<file path="config.mk">
export PLATFORM = sky130hd
export DESIGN_NAME = sbox_inv_hpc2_ctrl_d2
export DESIGN_NICKNAME = d
export VERILOG_FILES = /design/src/rtl/sbox_inv_hpc2_ctrl_d2_pkg.sv /design/src/rtl/and_HPC2.sv /design/src/rtl/sbox_inv_hpc2_ctrl_d2_fsm.sv /design/src/rtl/sbox_inv_hpc2_ctrl_d2.sv
export SDC_FILE = /design/constraint.sdc
export NUM_CORES = 1
export LEC_CHECK = 0
export BUFFER_PORTS_ARGS = -buffer_cell sky130_fd_sc_hd__buf_2
export CAP_MARGIN = 20
export CORE_ASPECT_RATIO = 0.5
export CORE_MARGIN = 3
export CORE_UTILIZATION = 37
export CTS_CLUSTER_SIZE = 30
export DETAILED_ROUTE_END_ITERATION = 16
export GPL_TIMING_DRIVEN = 1
export PLACE_DENSITY = 0.52
export REMOVE_ABC_BUFFERS = 1
export SYNTH_ARGS = -nofsm -noshare
export SYNTH_HDL_FRONTEND = slang
export SYNTH_SLANG_ARGS = --single-unit
export TNS_END_PERCENT = 20
</file>
<file path="constraint.sdc">
create_clock -name clk -period 4.25 [get_ports clk]
set_clock_uncertainty 0.2 [all_clocks]
set_input_delay 0.2125 -clock clk [delete_from_list [all_inputs] [get_ports clk]]
set_output_delay 0.2125 -clock clk [all_outputs]
set_load 0.02 [all_outputs]
</file>
<file path="src/rtl/sbox_inv_hpc2_ctrl_d2_pkg.sv">
// Shared definitions for the masked inverse Skinny-64 S-box.
// Holds share/randomness dimensions, the fixed result latency, the control
// FSM state type and an unmasked S4inv reference (for models only).
package sbox_inv_hpc2_ctrl_d2_pkg;

    localparam int unsigned NUM_SHARES    = 3;
    localparam int unsigned FRESH_PER_AND = 3;
    localparam int unsigned NUM_AND       = 4;
    localparam int unsigned LATENCY       = 8;

    typedef enum logic [1:0] {
        ST_IDLE = 2'd0,
        ST_BUSY = 2'd1,
        ST_DONE = 2'd2
    } state_t;

    // Unmasked reference; never instantiated in the datapath.
    function automatic logic [3:0] s4inv(input logic [3:0] x);
        logic [3:0] y;
        case (x)
            4'h0: y = 4'h3;  4'h1: y = 4'h4;  4'h2: y = 4'h6;  4'h3: y = 4'h8;
            4'h4: y = 4'hC;  4'h5: y = 4'hA;  4'h6: y = 4'h1;  4'h7: y = 4'hE;
            4'h8: y = 4'h9;  4'h9: y = 4'h2;  4'hA: y = 4'h5;  4'hB: y = 4'h7;
            4'hC: y = 4'h0;  4'hD: y = 4'hB;  4'hE: y = 4'hD;  default: y = 4'hF;
        endcase
        return y;
    endfunction

endpackage

</file>
<file path="src/rtl/and_HPC2.sv">
// HPC2 masked AND gadget, 2-cycle latency.
// Ports: clk, rst_n (async active-low), a/b (shares, a must stay stable for
// both cycles, b is sampled in the first), r (one fresh bit per share pair),
// c (shares of a&b, valid two edges after b is sampled).
module and_HPC2 #(
    parameter int security_order = 2
) (
    input  logic                                          clk,
    input  logic                                          rst_n,
    input  logic [security_order:0]                       a,
    input  logic [security_order:0]                       b,
    input  logic [(security_order+1)*security_order/2-1:0] r,
    output logic [security_order:0]                       c
);
    localparam int unsigned N = security_order + 1;

    // Index of the fresh bit shared by pair (i,j), symmetric in i and j.
    function automatic int unsigned ridx(input int unsigned i, input int unsigned j);
        int unsigned lo, hi;
        lo = (i < j) ? i : j;
        hi = (i < j) ? j : i;
        return lo * N - (lo * (lo + 1)) / 2 + (hi - lo - 1);
    endfunction

    logic [N-1:0]         rb, ab;
    logic [N-1:0][N-1:0]  rr, rs, u, v;

    always_ff @(posedge clk or negedge rst_n) begin
        if (!rst_n) begin
            rb <= '0;
            ab <= '0;
            rr <= '0;
            rs <= '0;
            u  <= '0;
            v  <= '0;
        end else begin
            rb <= b;
            ab <= a & rb;
            for (int unsigned i = 0; i < N; i++) begin
                for (int unsigned j = 0; j < N; j++) begin
                    if (i != j) begin
                        rr[i][j] <= r[ridx(i, j)];
                        rs[i][j] <= b[j] ^ r[ridx(i, j)];
                        // Separate registers keep ~a*r and a*(b+r) from glitching together.
                        u[i][j]  <= ~a[i] & rr[i][j];
                        v[i][j]  <= a[i] & rs[i][j];
                    end
                end
            end
        end
    end

    always_comb begin
        c = ab;
        for (int unsigned i = 0; i < N; i++) begin
            for (int unsigned j = 0; j < N; j++) begin
                if (i != j) c[i] = c[i] ^ u[i][j] ^ v[i][j];
            end
        end
    end

endmodule

</file>
<file path="src/rtl/sbox_inv_hpc2_ctrl_d2_fsm.sv">
// Control FSM for the masked inverse S-box: IDLE -> BUSY -> DONE -> IDLE.
// Ports: clk, rst_n (async active-low), in_valid/out_ready handshake inputs;
// in_ready, accept (transaction taken this edge), busy, cnt (BUSY cycle
// index), load_so (last BUSY cycle), out_valid, synch (first DONE cycle).
import sbox_inv_hpc2_ctrl_d2_pkg::*;

module sbox_inv_ctrl_fsm #(
    parameter int LATENCY = 8
) (
    input  logic       clk,
    input  logic       rst_n,
    input  logic       in_valid,
    input  logic       out_ready,
    output logic       in_ready,
    output logic       accept,
    output logic       busy,
    output logic [2:0] cnt,
    output logic       load_so,
    output logic       out_valid,
    output logic       synch
);
    state_t st;

    assign in_ready  = (st == ST_IDLE);
    assign accept    = in_ready & in_valid;
    assign busy      = (st == ST_BUSY);
    assign load_so   = busy && (cnt == 3'(LATENCY - 1));
    assign out_valid = (st == ST_DONE);

    always_ff @(posedge clk or negedge rst_n) begin
        if (!rst_n) begin
            st    <= ST_IDLE;
            cnt   <= '0;
            synch <= 1'b0;
        end else begin
            synch <= load_so;
            case (st)
                ST_IDLE: if (in_valid) begin
                    st  <= ST_BUSY;
                    cnt <= '0;
                end
                ST_BUSY: if (load_so) begin
                    st  <= ST_DONE;
                    cnt <= '0;
                end else begin
                    cnt <= cnt + 3'd1;
                end
                ST_DONE: if (out_ready) st <= ST_IDLE;
                default: st <= ST_IDLE;
            endcase
        end
    end

endmodule

</file>
<file path="src/rtl/sbox_inv_hpc2_ctrl_d2.sv">
// Masked (d=2, three shares) inverse Skinny-64 4-bit S-box with handshake.
// S4inv = step; 3x(rotate right, step), step being b0 ^= NOR(b3,b2); each
// NOR is an HPC2 AND on share-complemented inputs, gadgets run back to back.
// Ports: clk, rst (async active-low), SI_s0..2 / Fresh / in_valid / in_ready
// input side, SO_s0..2 / out_valid / out_ready / Synch output side.
import sbox_inv_hpc2_ctrl_d2_pkg::*;

module sbox_inv_hpc2_ctrl_d2 #(
    parameter int SECURITY_ORDER = 2,
    parameter int LATENCY        = 8
) (
    input  logic        clk,
    input  logic        rst,
    input  logic [3:0]  SI_s0,
    input  logic [3:0]  SI_s1,
    input  logic [3:0]  SI_s2,
    input  logic [11:0] Fresh,
    input  logic        in_valid,
    output logic        in_ready,
    output logic [3:0]  SO_s0,
    output logic [3:0]  SO_s1,
    output logic [3:0]  SO_s2,
    output logic        out_valid,
    input  logic        out_ready,
    output logic        Synch
);
    typedef logic [NUM_SHARES-1:0][3:0] nib_sh_t;

    nib_sh_t si_sh, s_sh, step_sh, cur_sh, so_q;
    logic [2:0] cnt;
    logic       accept, busy, load_so;
    logic [FRESH_PER_AND*(NUM_AND-1)-1:0] fresh_q;
    logic [NUM_AND-1:0][NUM_SHARES-1:0]    g_a, g_b, g_c;
    logic [NUM_AND-1:0][FRESH_PER_AND-1:0] g_r;
    logic [NUM_SHARES-1:0] c_sel;

    assign si_sh = {SI_s2, SI_s1, SI_s0};

    sbox_inv_ctrl_fsm #(.LATENCY(LATENCY)) u_fsm (
        .clk      (clk),
        .rst_n    (rst),
        .in_valid (in_valid),
        .out_ready(out_ready),
        .in_ready (in_ready),
        .accept   (accept),
        .busy     (busy),
        .cnt      (cnt),
        .load_so  (load_so),
        .out_valid(out_valid),
        .synch    (Synch)
    );

    // Gadget k's product is visible during BUSY cycle 2k+1.
    assign c_sel = g_c[cnt[2:1]];

    // On odd cycles the pending step is folded in and rotated so the next
    // gadget sees the updated nibble one cycle before it is registered.
    always_comb begin
        step_sh = s_sh;
        cur_sh  = s_sh;
        for (int unsigned i = 0; i < NUM_SHARES; i++) begin
            step_sh[i][0] = s_sh[i][0] ^ c_sel[i];
            if (busy && cnt[0]) cur_sh[i] = {step_sh[i][0], step_sh[i][3:1]};
        end
    end

    // Gadget 0 samples SI/Fresh directly on the accepting edge, which is
    // what lets four 2-cycle gadgets fit in eight cycles.
    always_comb begin
        logic [3:0] nib;
        nib = '0;
        g_a = '0;
        g_b = '0;
        g_r = '0;
        g_r[0] = Fresh[2:0];
        for (int unsigned k = 1; k < NUM_AND; k++)
            g_r[k] = fresh_q[FRESH_PER_AND*(k-1) +: FRESH_PER_AND];
        for (int unsigned k = 0; k < NUM_AND; k++) begin
            for (int unsigned i = 0; i < NUM_SHARES; i++) begin
                nib = (k == 0 && in_ready) ? si_sh[i] : cur_sh[i];
                g_a[k][i] = nib[3] ^ (i == 0);
                g_b[k][i] = nib[2] ^ (i == 0);
            end
        end
    end

    for (genvar k = 0; k < NUM_AND; k++) begin : g_and
        and_HPC2 #(.security_order(SECURITY_ORDER)) u_and (
            .clk  (clk),
            .rst_n(rst),
            .a    (g_a[k]),
            .b    (g_b[k]),
            .r    (g_r[k]),
            .c    (g_c[k])
        );
    end

    always_ff @(posedge clk or negedge rst) begin
        if (!rst) begin
            s_sh    <= '0;
            fresh_q <= '0;
            so_q    <= '0;
        end else begin
            if (accept) begin
                s_sh    <= si_sh;
                fresh_q <= Fresh[11:3];
            end else if (busy && cnt[0]) begin
                s_sh <= cur_sh;
            end
            if (load_so) so_q <= step_sh;
        end
    end

    assign SO_s0 = so_q[0];
    assign SO_s1 = so_q[1];
    assign SO_s2 = so_q[2];

endmodule

</file>
; Word level (Yosys, flattened, before mapping)
; Index checks and enable logic that the tools add are counted.
[word_totals]
register_bits = 147
in_bits = 28
word_cells = 244
[classes]
addsub = 1
magnitude_cmp = 1
n_eq_ne = 6
n_mux = 17
bitwise = 134
n_reduce_logical = 7
[ops]
columns = cell, count
row1 = 1-bit XOR, 75
row2 = 1-bit AND, 49
row3 = 12-bit 2-to-1 mux, 2
row4 = 4-bit 2-to-1 mux, 6
row5 = 3-bit 2-to-1 mux, 3
row6 = 1-bit NOT, 8
row7 = 3-bit AND, 2
row8 = 3-bit binary-select mux with 2-bit select, 1
row9 = 2-bit 2-to-1 mux, 3
row10 = 2-bit one-hot mux with 3 select lines, 1
row11 = 3-bit one-hot mux with 2 select lines, 1
row12 = 2-bit by 1-bit != test with 1-bit output (second input constant), 2
row13 = 2-bit nonzero test, 2
row14 = 3-bit by 1-bit adder with 3-bit output (second input constant), 1
row15 = 3-bit equality test (second input constant), 1
row16 = 2-bit by 3-bit < comparator with 1-bit output (second input constant), 1
row17 = 3-bit AND reduction, 1
row18 = 2-bit by 1-bit equality test with 1-bit output (second input constant), 1
row19 = 2-bit equality test (second input constant), 1
row20 = 1-bit logical AND, 2
row21 = 2-bit zero test, 1
row22 = 2-bit != test (second input constant), 1
row23 = 2-bit AND reduction, 1

; Depth between registers and ports, before layout
; Gate-level depths: netlist (run 1).
[logic_depth]
depth_word = 11
ltp_mapped = 8

; Modules after synthesis
; Synthesis (run 1) repeated with hierarchy kept, for this count alone.
[hier_totals]
hier_cells = 378
area_unflattened_um2 = 5636.7
[modules_own_cells]
columns = mod, instances, cells_each, area_each_um2, seq_area_each_um2
row1 = and_HPC2, 4, 57, 942.2, 675.6
row2 = sbox_inv_hpc2_ctrl_d2, 1, 126, 1581.5, 825.8
row3 = sbox_inv_ctrl_fsm, 1, 24, 286.5, 150.1

; Least setup slack after synthesis (run 1)
; No wires, ideal clock.
[synth_timing]
path_kind = reg2reg
startpoint = reg g_and[3].u_and.ab[0]
endpoint = reg g_and[1].u_and.u[1] (netlist name)
setup_time_ps = 120
arrival_ps = 1939
t_required_ps = 3930
setup_slack_ps = 1992
path_stages_with_launch = 7
n_path_buf = 1
synth_period_minus_slack_ps = 2258
path_cell_list = dfrtp_1 -> xnor3_4 -> xnor2_1 -> mux4_2 -> mux2i_2 -> buf_6 -> and3_1
[synth_via]
elab_chain_len = 9
word_cells_on_any_way = 17
[synth_lines]
columns = item, line
row1 = start: declaration, and_HPC2.sv:25  ; logic [N-1:0] rb, ab;
row2 = start signal: assignment, and_HPC2.sv:38  ; ab <= a & rb;
row3 = 1-bit XOR (4 in a row), -
row4 = 3-bit binary-select mux with 2-bit select (*), sbox_inv_hpc2_ctrl_d2.sv:54  ; assign c_sel = g_c[cnt[2:1]];
row5 = 3-bit 2-to-1 mux (implied by the code) (*), sbox_inv_hpc2_ctrl_d2.sv:54
row6 = 1-bit XOR (*), sbox_inv_hpc2_ctrl_d2.sv:62  ; step_sh[i][0] = s_sh[i][0] ^ c_sel[i];
row7 = 4-bit 2-to-1 mux (*), sbox_inv_hpc2_ctrl_d2.sv:63  ; if (busy && cnt[0]) cur_sh[i] = {step_sh[i][0], step_sh[i][3:1]};
row8 = 1-bit AND (*), and_HPC2.sv:45  ; u[i][j] <= ~a[i] & rr[i][j];
row9 = end signal: indexed assignment, and_HPC2.sv:45
row10 = end: declaration, and_HPC2.sv:26  ; logic [N-1:0][N-1:0] rr, rs, u, v;
; Mark *: on every way between the ends. The rest lies on a longest branch, timed or not. The select of a mux whose other input is x is not followed.
; A chain may end at the register's enable or synchronous reset.

; Worst setup path after layout (run 1)
[layout_timing]
startpoint = reg g_and[3].u_and.ab[0]
endpoint = reg g_and[3].u_and.ab[0]
[layout_via]
elab_chain_len = 10
word_cells_on_any_way = 18
[layout_lines]
columns = item, line
row1 = 1-bit XOR (4 in a row), -
row2 = 3-bit binary-select mux with 2-bit select (*), sbox_inv_hpc2_ctrl_d2.sv:54
row3 = 3-bit 2-to-1 mux (implied by the code) (*), sbox_inv_hpc2_ctrl_d2.sv:54
row4 = 1-bit XOR (*), sbox_inv_hpc2_ctrl_d2.sv:62
row5 = 4-bit 2-to-1 mux (*), sbox_inv_hpc2_ctrl_d2.sv:63
row6 = 1-bit NOT (no line) (*), -
row7 = 3-bit AND (*), and_HPC2.sv:38
; Marked as above.

==> results of run 1 <==
[worst max-delay path: cells and delay by family (launching register included)]
| kind | cells | cell delay, ps |
|---|---|---|
| AO/OA/AOI/OAI | 1 | 200 |
| multiplexers | 2 | 1140 |
| XOR/XNOR | 2 | 590 |
| flip-flops | 1 | 410 |
[per-stage QoR]
stage | std cells | utilization (%) | cell area, sq um | hold WS (ps) | power (mW)
6_report | 678 | 48.0 | 6660 | 40.9 | 6.06
5_1_grt | 678 | 48.0 | 6660 | 67.5 | 6.49
4_1_cts | 678 | 48.0 | 6660 | 26.3 | 6.14
3_5_place_dp | 620 | 41.7 | 5800 | 176 | 4.61
3_3_place_gp | 620 | 41.7 | 5800 | 177 | 4.57
2_1_floorplan | 383 | - | 5320 | -283 | 3.87
[cells by family (layout without fill, tap and decap cells)]
kind of cell / count (synthesis) / in the layout
AO/OA/AOI/OAI: 53 / 53
XOR/XNOR: 63 / 63
adder cells (fa/ha/maj): 2 / 2
buffers and inverters: 23 / 111
flip-flops: 135 / 135
multiplexers: 23 / 23
AND/OR/NAND/NOR: 99 / 99
[power breakdown]
part           internal (mW)  switching [mW]  total, mW  leakage (nW)
clock network          0.896           0.598       1.49         0.286
logic                   1.13            1.27       2.40          1.31
registers               1.85           0.318       2.17          1.69
[cell usage in the layout, fill, tap and decap left out, types with 2 or more instances in the layout]
cell type | netlist | layout
a21boi_0 | 27 | 27
a21oi_1 | 6 | 6
a22oi_1 | 9 | 9
and2_1 | 2 | 2
and3_1 | 28 | 28
and3_2 | 6 | 6
buf_2 | 1 | 41
buf_4 | 0 | 3
bufinv_16 | 0 | 2
clkbuf_16 | 0 | 17
clkinv_4 | 0 | 3
clkinvlp_4 | 0 | 3
dfrtp_1 | 135 | 135
dlygate4sd3_1 | 0 | 26
ha_1 | 2 | 2
inv_1 | 8 | 8
inv_6 | 0 | 5
mux2_2 | 10 | 10
mux2i_1 | 5 | 5
mux2i_2 | 5 | 5
mux4_2 | 3 | 3
nand2_1 | 52 | 52
nand2b_1 | 3 | 3
nor2_1 | 5 | 5
o21ai_0 | 6 | 6
xnor2_1 | 25 | 25
xnor3_1 | 8 | 8
xnor3_2 | 3 | 3
xor2_1 | 26 | 26
[final cells by class]
type	instances	area (sq um)
clock buffers	18	439
clock inverters	14	164
fillers	1266	7230
inverters	8	30.0
multi-input cells	240	1910
flip-flops and latches	135	3380
well taps	192	240
repair buffers	71	499
[routing by layer]
metal	up-vias	GRT usage, %	wire length (um)
met2	31	21.0	4930
met1	1590	23.5	6020
met4	0	5.29	124
li1	1495	-	-
met5	-	0	0
met3	12	3.26	231
[flip-flops by register name, summed over array words and instances, names as in the netlist, named ones only]
name and flops:
g_and.u_and.rs 24, g_and.u_and.u 24, g_and.u_and.v 24, g_and.u_and.rr 12
fresh_q 9, g_and.u_and.ab 6, g_and.u_and.rb 6, s_sh 6
SO_s0 4, SO_s1 4, SO_s2 4, u_fsm.cnt 3
u_fsm.st 2, u_fsm.synch 1
[worst paths after layout]
path | to | slack [ps] | cells after the start
min in group asynchronous | g_and[0].u_and.ab[0] | 270 | 2
worst min register to register | g_and[1].u_and.rr[6] | 260 | 0
worst min-delay path | u_fsm.cnt[0] | 40 | 4
worst max register to register | g_and[3].u_and.ab[0] | 1550 | 5
max in group asynchronous | g_and[1].u_and.rs[2] | 2560 | 3
worst max-delay path | g_and[3].u_and.ab[0] | 1550 | 5
==> results.yml, run 1 <==
die:
  die_x_um: 177
  chipHeight_um: 91.4
  ioPinCount: 43
  rows: 30
  coreArea_sq_um: 13900
  start_util_pct: 38.9
  die_area_sq_um: 16200
global_route:
  track_usage_pct: 15.2
  antenna_found_initial: 0
  grt_max_degree: 105
  grt_overflow: 0
  grt_pass1_vias: 3217
  grt_pass1_wl_mm: 18.4
yosys:
  synth_simple_gate_area_share_pct: 8.99
  synth_top_family_by_area: "XOR/XNOR gates"
  syn_area_sq_um: 5400
  yosysSeqAreaShare_pct: 62.6
  synth_commonest_cells: "dfrtp_1 (135), nand2_1 (52), and3_1 (28)"
  synthCells: 398
  synth_area_leaders: "dfrtp_1 (63%), xor2_1 (4.2%), xnor2_1 (4.1%)"
  yosysTopAreaCell: "dfrtp_1"
  synth_xor_area_share_pct: 13.4
  synthMuxAreaShare_pct: 5.54
  ys_async_sr_fraction_pct: 100
  yosysMostFrequentCell: "dfrtp_1"
  synthFlopType: "dfrtp_1"
  synth_area_per_cell_sq_um: 13.6
  ys_ff_latch: 135
  synthDominantCellAreaShare_pct: 62.6
  yosys.area_share.adder_pct: 0.464
  synth-edff-count: 0
  synth_warnings: 0
  synth_cell_types: 33
  synth_compound_area_share_pct: 6.95
worst_setup_path:
  start_kind: "flop"
  critical_path.max_stage_delay_ps: 600
  crit_required_ps: 4300
  worstPathArrival_ps: 2750
  critPathMaxFanout: 13
  slowest_stage: "mux2i_2"
  crit_path_end_kind: "flop"
  path_cells: "xnor3_4, xnor2_1, mux4_2, mux2i_2, a21boi_0"
  worstReg2RegStart: "g_and[3].u_and.ab[0]"
  timing.critical_path.from: "g_and[3].u_and.ab[0]"
  crit_type: "reg2reg"
hold_path:
  hp-class: "in2reg"
  min-delay-start: "in_valid"
sta:
  max-slew-margin-rel_pct: 37.7
  fin_crit_sh_pct: 63.5
  fin_crit_ps: 2700
  fin_setup_tns_ps: 0
  setup_violations: 0
  rsz0062_at_grt: "false"
  slew_violations: 0
  hold_viol: 0
  worst_slack_ps: 1550
  fmax_mhz: 371
  tightest_slew_ps: 935
clock_network:
  clk_latency_ps: 420
  cts.clk_slew.worst_paths_ps: 60
  ctsRootBufferMaster: "clkbuf_16"
  cts_tree: "built"
  htree_levels: 4
  ctsHoldBuffers: 26
  cts_max_path_buffers: 2
  cts_sinks: 135
  cts_setup_buffers: 0
  postCtsResizedCells: 0
  cts_buffers: 17
cells_and_area:
  drive_gt1_share_pct: 21.8
  area_growth_pct: 23.4
  antenna_cells: 0
  fin_nets: 503
power_and_ir_drop:
  vdd_drop_max_v: 0.000345
  p_leak_nw: 3.29
  powerDensity_nw_per_um2: 911
drt:
  wl_mm: 11.3
  via_count: 3128
  drt-pass1-iter-count: 4
  ant_nets: 0
  drtIter0Drc: 190
  drc: 0
  wl_per_cell_um: 16.7
  vias_per_cell: 4.61
flow_run:
  drv_cap: 0
placement:
  dp_hpwl_mm: 7.53
  numPortBuffers: 42
  dp_slack_ps: 1540
  gp_congestion: 0.765
status:
  status: "complete, no violations"
Power figures use the tool's default switching activity.
==> run 2: changes to the inputs <==
--- a/config.mk
+++ b/config.mk
@@ -5,6 +5,7 @@
 export SDC_FILE = /design/constraint.sdc
 export NUM_CORES = 1
 export LEC_CHECK = 0
+export ABC_AREA = 1
 export BUFFER_PORTS_ARGS = -buffer_cell sky130_fd_sc_hd__buf_2
 export CAP_MARGIN = 20
 export CORE_ASPECT_RATIO = 0.5
@@ -13,7 +14,7 @@
 export CTS_CLUSTER_SIZE = 30
 export DETAILED_ROUTE_END_ITERATION = 16
 export GPL_TIMING_DRIVEN = 1
-export PLACE_DENSITY = 0.52
+export PLACE_DENSITY = 0.51
 export REMOVE_ABC_BUFFERS = 1
 export SYNTH_ARGS = -nofsm -noshare
 export SYNTH_HDL_FRONTEND = slang
==> constraint.sdc (replaced) <==
create_clock -name clk -period 2.5 [get_ports clk]
set_clock_uncertainty 0.2 [all_clocks]
set_input_delay 0.125 -clock clk [delete_from_list [all_inputs] [get_ports clk]]
set_output_delay 0.125 -clock clk [all_outputs]
set_load 0.02 [all_outputs]
==> run 2 against run 1 <==
Compared with the run above: synthesized cell count rose by 60%; core utilization up 0.34 points; global-route usage up 1.8 points; die area increased by 6.4%; register-to-register slack worse by 1100 ps; hold slack better by 14 ps; via count rose by 33%.
==> results.yml, run 2 <==
yosys:
  yosysTopAreaCell: "dfrtp_1"
  syn_area_sq_um: 5760
  yosysMostFrequentCell: "nand2_1"
  yosys.area_share.adder_pct: 0.434
  synth-edff-count: 0
  synth_xor_area_share_pct: 5.93
  synthMuxAreaShare_pct: 0
  synth_warnings: 0
  synthCells: 635
  yosysSeqAreaShare_pct: 58.6
  synth_compound_area_share_pct: 3.73
  synth_commonest_cells: "nand2_1 (176), dfrtp_1 (135), inv_1 (104)"
  ys_ff_latch: 135
  synth_simple_gate_area_share_pct: 23.4
  ys_async_sr_fraction_pct: 100
  synth_area_per_cell_sq_um: 9.08
  synth_top_family_by_area: "simple AND/OR/NAND/NOR gates"
  synth_area_leaders: "dfrtp_1 (59%), nand2_1 (11%), inv_1 (6.8%)"
  synthFlopType: "dfrtp_1"
  synthDominantCellAreaShare_pct: 58.6
  synth_cell_types: 27
cells_and_area:
  fillers: 1362
  antenna_cells: 0
  design_area_sq_um: 7170
  multi_input_area_sq_um: 1930
  fin_nets: 755
  final_cell_mix: "nand2_1 (176), dfrtp_1 (135), inv_1 (104)"
  reg_top3: "g_and.u_and.rs (24), g_and.u_and.u (24), g_and.u_and.v (24)"
  final_common_cell: "nand2_1"
  area_growth_pct: 24.5
  regArea_sq_um: 3380
  drive_gt1_share_pct: 14.8
power_and_ir_drop:
  p_leak_nw: 3.81
  power_mw: 10.4
  vdd_drop_max_v: 0.000472
  powerDensity_nw_per_um2: 1450
drt:
  wl_per_cell_um: 14.1
  ant_nets: 0
  via_count: 4148
  drc: 0
  drt-pass1-iter-count: 5
  drtIter0Drc: 300
  wl_mm: 13.2
  vias_per_cell: 4.43
sta:
  fin_setup_tns_ps: 0
  fin_crit_sh_pct: 83.7
  rsz0062_at_grt: "false"
  setup_violations: 0
  hold_viol: 0
  fin_crit_ps: 2090
  slew_violations: 0
  fmax_mhz: 478
  max-slew-margin-rel_pct: 61.9
  tightest_slew_ps: 572
die:
  rows: 31
  die_area_sq_um: 17200
  ioPinCount: 43
  chipHeight_um: 94.3
  die_x_um: 182
  coreArea_sq_um: 14900
  start_util_pct: 38.8
global_route:
  grt_max_degree: 62
  antenna_found_initial: 0
  grt_overflow: 0
  track_usage_pct: 17.0
  grt_pass1_vias: 4138
  grt_pass1_wl_mm: 21.9
worst_setup_path:
  crit_type: "reg2reg"
  critPathMaxFanout: 11
  crit_path_end_kind: "flop"
  worstPathArrival_ps: 2200
  crit_required_ps: 2610
  start_kind: "flop"
clock_network:
  cts_tree: "built"
  clk_latency_ps: 420
  htree_levels: 4
  ctsHoldBuffers: 27
  cts_sinks: 135
  postCtsResizedCells: 0
  cts_setup_buffers: 0
  cts_buffers: 17
  ctsRootBufferMaster: "clkbuf_16"
  cts_max_path_buffers: 2
  cts.clk_slew.worst_paths_ps: 60
placement:
  numPortBuffers: 42
  gp_congestion: 0.803
  dp_hpwl_mm: 9.72
  place_area_sq_um: 6290
flow_run:
  drv_cap: 0
hold_path:
  hp-class: "in2async"
status:
  status: "complete, no violations"
run 2: metal layers:
metal  GRT usage [%]  routed length (um)
met1            24.4                6910
met2            25.4                5740
met3            3.91                 420
met4            5.83                 143
met5               0                   0
run 2: final timing paths:
check | start | endpoint | slack (ps) | depth (start not counted)
min reg2reg | g_and[3].u_and.rb[0] | g_and[3].u_and.ab[0] | 260 | 2
max | u_fsm.st[1] | g_and[0].u_and.v[5] | 410 | 5
min | rst | g_and[3].u_and.v[5] | 50 | 2
max reg2reg | u_fsm.st[1] | g_and[0].u_and.v[5] | 410 | 5
min in group clk | Fresh[2] | g_and[0].u_and.rr[5] | 190 | 2
max in group asynchronous | rst | u_fsm.st[1] | 1350 | 3
run 2: final cells by class:
| type | count | area share, % |
|---|---|---|
| clock inverter | 11 | 2.04 |
| clock buffer | 21 | 6.56 |
| multi-input combinational | 382 | 26.9 |
| inverter | 111 | 5.88 |
| tap | 198 | 3.45 |
| sequential | 135 | 47.1 |
| timing repair buffer | 78 | 8.07 |
run 2: critical path, stage by stage (launching register included):
cell and delay [ps]:
dfrtp_1 460, nor2_2 450, inv_1 340, or2_2 350, nand2_1 130, nor2_1 50
run 2: through the flow:
| stage | util (%) | cells | hold WS, ps | setup WS [ps] |
|---|---|---|---|---|
| 4_1_cts | 48.3 | 936 | 62.5 | 391 |
| 2_1_floorplan | - | 628 | -371 | 349 |
| 5_1_grt | 48.3 | 936 | 111 | 243 |
| 3_3_place_gp | 42.3 | 877 | -56.1 | 396 |
| 6_report | 48.3 | 936 | 54.9 | 407 |
| 3_5_place_dp | 42.3 | 877 | -58.3 | 403 |
run 2: cells by family (layout without fill, tap and decap cells):
logic type,after synthesis,count (layout)
AND/OR/NAND/NOR,313,313
flip-flops,135,135
buffers and inverters,118,221
XOR/XNOR,39,39
AO/OA/AOI/OAI,28,28
adder cells (fa/ha/maj),2,2
run 2: power by group:
group	switching, mW	internal (mW)	total [mW]
combinational	2.75	1.40	4.16
sequential	0.536	3.16	3.70
clock	0.923	1.65	2.57
